**src/rtl/ltop_multi.sv**
```systemverilog
// Multi-channel level debouncer with edge pulses: synchroniser, per-channel debounce counter,
// registered stable level and edge pulse. Optional auto-repeat is compiled in with LTOP_REPEAT_EN.
module ltop_multi #(
  parameter int N             = 4,
  parameter int DB_CYCLES     = 4,
  parameter int EDGE_MODE     = 0,
  parameter int REPEAT_DELAY  = 500,
  parameter int REPEAT_PERIOD = 100
) (
  input  logic         clk,
  input  logic         rst,
  input  logic [N-1:0] L,
  output logic [N-1:0] P,
  output logic [N-1:0] LS
);

  // Out-of-range edge modes fall back to rising-edge pulses.
  localparam int EM = (EDGE_MODE == 1 || EDGE_MODE == 2) ? EDGE_MODE : 0;
  localparam int CW = (DB_CYCLES < 2) ? 1 : $clog2(DB_CYCLES);
  localparam logic [CW-1:0] CNT_LAST = CW'(DB_CYCLES - 1);

  logic [N-1:0]  s1_q, s2_q;
  logic [N-1:0]  ls_q, ls_d;
  logic [N-1:0]  p_q, p_d;
  logic [CW-1:0] cnt_q [N];
  logic [CW-1:0] cnt_d [N];

`ifdef LTOP_REPEAT_EN
  localparam int RMAX = (REPEAT_DELAY > REPEAT_PERIOD) ? REPEAT_DELAY : REPEAT_PERIOD;
  localparam int HW   = (RMAX < 2) ? 1 : $clog2(RMAX + 1);
  localparam logic [HW-1:0] DELAY_LAST  = HW'(REPEAT_DELAY - 1);
  localparam logic [HW-1:0] PERIOD_LAST = HW'(REPEAT_PERIOD - 1);
  localparam logic [HW-1:0] HOLD_SAT    = '1;

  logic [HW-1:0] hold_q [N];
  logic [HW-1:0] hold_d [N];
  logic [N-1:0]  rep_q, rep_d;   // set once the first repeat has fired
`endif

  // Debounce and edge detection; a change is accepted on the DB_CYCLES-th
  // consecutive cycle the synced level differs from the stable level.
  always_comb begin
    ls_d = ls_q;
    p_d  = '0;
    for (int i = 0; i < N; i++) begin
      cnt_d[i] = cnt_q[i];
      if (s2_q[i] == ls_q[i]) begin
        cnt_d[i] = '0;
      end else if (cnt_q[i] == CNT_LAST) begin
        cnt_d[i] = '0;
        ls_d[i]  = s2_q[i];
        case (EM)
          0:       p_d[i] = s2_q[i];
          1:       p_d[i] = ~s2_q[i];
          default: p_d[i] = 1'b1;
        endcase
      end else begin
        cnt_d[i] = cnt_q[i] + 1'b1;
      end
    end

`ifdef LTOP_REPEAT_EN
    rep_d = '0;
    for (int i = 0; i < N; i++) begin
      hold_d[i] = '0;
      if (EM == 0 && ls_q[i] && ls_d[i]) begin
        // Level stays high: count towards the next repeat, saturating.
        rep_d[i]  = rep_q[i];
        hold_d[i] = hold_q[i];
        if (hold_q[i] == (rep_q[i] ? PERIOD_LAST : DELAY_LAST)) begin
          p_d[i]    = 1'b1;
          hold_d[i] = '0;
          rep_d[i]  = 1'b1;
        end else if (hold_q[i] != HOLD_SAT) begin
          hold_d[i] = hold_q[i] + 1'b1;
        end
      end
    end
`endif
  end

  always_ff @(posedge clk) begin
    if (rst) begin
      s1_q <= '0;
      s2_q <= '0;
      ls_q <= '0;
      p_q  <= '0;
      for (int i = 0; i < N; i++) begin
        cnt_q[i] <= '0;
      end
    end else begin
      s1_q <= L;
      s2_q <= s1_q;
      ls_q <= ls_d;
      p_q  <= p_d;
      for (int i = 0; i < N; i++) begin
        cnt_q[i] <= cnt_d[i];
      end
    end
  end

`ifdef LTOP_REPEAT_EN
  always_ff @(posedge clk) begin
    if (rst) begin
      rep_q <= '0;
      for (int i = 0; i < N; i++) begin
        hold_q[i] <= '0;
      end
    end else begin
      rep_q <= rep_d;
      for (int i = 0; i < N; i++) begin
        hold_q[i] <= hold_d[i];
      end
    end
  end
`endif

  assign P  = p_q;
  assign LS = ls_q;

endmodule

```
**config.mk**
```make
export PLATFORM = sky130hd
export DESIGN_NAME = ltop_multi
export DESIGN_NICKNAME = d
export VERILOG_FILES = /design/src/rtl/ltop_multi.sv
export SDC_FILE = /design/constraint.sdc
export NUM_CORES = 1
export LEC_CHECK = 0
export ABC_AREA = 1
export CAP_MARGIN = 20
export CORE_MARGIN = 3
export CORE_UTILIZATION = 25
export DETAILED_ROUTE_END_ITERATION = 16
export PLACE_DENSITY = 0.5
export SLEW_MARGIN = 20
export SYNTH_ARGS = -nofsm -noshare
export SYNTH_HDL_FRONTEND = slang
export SYNTH_SLANG_ARGS = --single-unit
```
**constraint.sdc**
```tcl
create_clock -name clk -period 2.15 [get_ports clk]
set_clock_uncertainty 0.05 [all_clocks]
set_input_delay 0.43 -clock clk [delete_from_list [all_inputs] [get_ports clk]]
set_output_delay 0.43 -clock clk [all_outputs]
set_load 0.01 [all_outputs]
```
==> impl_metrics.json <==
{
  "grt_usage_pct": 7.39,
  "fin_tns_setup_ns": 0,
  "status": "finished, final reports clean",
  "fin_ws_ns": 0.407,
  "cts_tree": "done",
  "power_per_cell_area_nw_per_um2": 646,
  "num-fill-cells": 342,
  "hp-class": "reg -> reg",
  "post_cts_buffers": 0,
  "design_area_sq_um": 1040,
  "vias": 617,
  "fin_crit_ns": 1.74,
  "root_buffer": "clkbuf_4",
  "antenna_left": 0,
  "gr-usage-met2_pct": 12.5,
  "synth_top_area_cell": "dfxtp_1",
  "post-place-ws_ns": 0.744,
  "grt_max_degree": 13,
  "cts.path.max_buffers": 2,
  "cp_top_family": "buffers and inverters",
  "post-dp-hpwl_um": 977,
  "num-nets-final": 130,
  "drive_gt1_share_pct": 4.24,
  "slowest_stage": "clkdlybuf4s50_1",
  "synthTopCellsByCount": "dfxtp_1 (24), inv_1 (24), nand2_1 (20), nor2_1 (16)",
  "syn_inst": 102,
  "synth_cell_types": 10,
  "slew_violations": 0,
  "vdd_drop_max_uv": 152,
  "die-area_sq_um": 4050,
  "leakagePower_nw": 0.428,
  "avgRoutedWirePerCell_um": 7.78,
  "area_delta_synth_final_pct": 25.3,
  "min_path_cells": 2,
  "cts_max_level": 1,
  "maxCapViolations": 0,
  "cp-end-kind": "output pin",
  "synth.ff_latch_count": 24,
  "ys.warnings.count": 0,
  "critPathKind": "reg -> out",
  "synthFlopType": "dfxtp_1",
  "grt_pass1_wl_mm": 2.33,
  "portBuffers": 13,
  "grt_pass1_vias": 585,
  "core_area_sq_um": 3100,
  "die_x_um": 63.6,
  "routed_wl_mm": 1.26,
  "first_iter_violations": 33,
  "worst-path-buf-inv": 1,
  "io_pins": 14,
  "start_kind": "flip-flop",
  "min_period_over_period_pct": 81.0,
  "clock_latency_ns": 0.30,
  "grt_use_met3_pct": 1.96,
  "cp.depth": 1,
  "met1_usage_pct": 7.71,
  "yosysTopAreaCellShare_pct": 57.9,
  "worst-endpoint-required_ns": 1.67,
  "diodes": 0,
  "cts_sinks": 24,
  "path_cells": "clkdlybuf4s50_1",
  "slowest_delay_ns": 0.56,
  "vias_per_cell": 3.81,
  "first_pass_iters": 3,
  "setup_viol": 0,
  "syn_area_sq_um": 830,
  "placed_area_sq_um": 1020,
  "path_clk_slew_ns": 0.12,
  "initial_utilization_pct": 26.7,
  "post-route-drc-count": 0,
  "rsz0062_at_grt": "false",
  "ys_top_cells_by_area": "dfxtp_1 (58%), inv_1 (11%), nand2_1 (9.0%)",
  "finish.utilization_pct": 33.5,
  "overflow": 0,
  "slew_headroom_pct": 90.0,
  "post_cts_hold_buffer_count": 0,
  "yosysSeqAreaShare_pct": 57.9,
  "worstRegToRegCells": 4,
  "die_h_um": 63.6,
  "timing_hold_violations_final": 0,
  "synth.avg_cell_area_sq_um": 8.13,
  "totalPowerFinal_mw": 0.672,
  "row_count": 20,
  "synthArstFlopShare_pct": 0,
  "cts-resized-gates": 0,
  "gp_congestion": 0.730,
  "arrival_ns": 1.26,
  "worst-path-max-fanout": 5,
  "busiest_layer": "met2",
  "synth_edf_count": 0,
  "fmax_ghz": 0.574,
  "grt_antenna_before_repair": 0,
  "synth.net_count": 112,
  "cts_inserted_buffers": 3,
  "worst_pin_slew_ns": 0.150
}
[flip-flops by register name, indices dropped and copies added (netlist names)]
signal	cells
cnt_q	8
s2_q	4
s1_q	4
LS	4
P	4
[logic make-up (layout without fill, tap and decap cells)]
group	after synthesis	count (layout)	share of synthesized area (%)
and+or+nand+nor	44	44	21.7
buffers and inverters	26	42	11.9
DFF	24	24	57.9
adders and majority gates	4	4	6.03
AOI/OAI and AO/OA	4	4	2.41
[per-stage QoR]
step,std cells,hold slack (ns)
floorplan,102,0.338
global placement,159,0.343
detailed placement,159,0.348
CTS,162,0.366
global route,162,0.390
finish,162,0.359
[layout make-up]
type | instances | area, sq um | share of cell area [%]
Tap cell | 44 | 55.1 | 5.29
Inverter | 25 | 93.8 | 9.03
Multi-Input combinational cell | 52 | 250 | 24.1
Sequential cell | 24 | 480 | 46.2
Clock buffer | 3 | 22.5 | 2.17
Timing Repair Buffer | 14 | 138 | 13.2
[metal layers]
layer / share of wire [%] / up-vias
li1: - / 336
met1: 44 / 270
met2: 50 / 9
met3: 4.0 / 2
met4: 2.2 / 0
met5: 0 / -
[worst paths after layout]
path / startpoint / to / slack [ns]
worst max-delay path: LS[0] / LS[0] / 0.41
worst min-delay path: s1_q[3] / s2_q[3] / 0.36
worst max register to register: cnt_q[1][0] / cnt_q[1][1] / 1.18
worst min register to register: s1_q[3] / s2_q[3] / 0.36
[power breakdown]
group | internal (mW) | switching (mW) | leakage (nW)
sequential | 0.454 | 0.00405 | 0.195
clock | 0.0652 | 0.119 | 0.0138
combinational | 0.0149 | 0.0149 | 0.218
[layout by cell type, fill, tap and decap left out, drive strengths merged, types with 3 or more instances in the layout]
cell type      count
a21oi              4
clkbuf             3
clkdlybuf4s50     13
dfxtp             24
ha                 4
inv               25
nand2             20
nand4              4
nor2              16
nor3               4
Power figures use the tool's default switching activity.
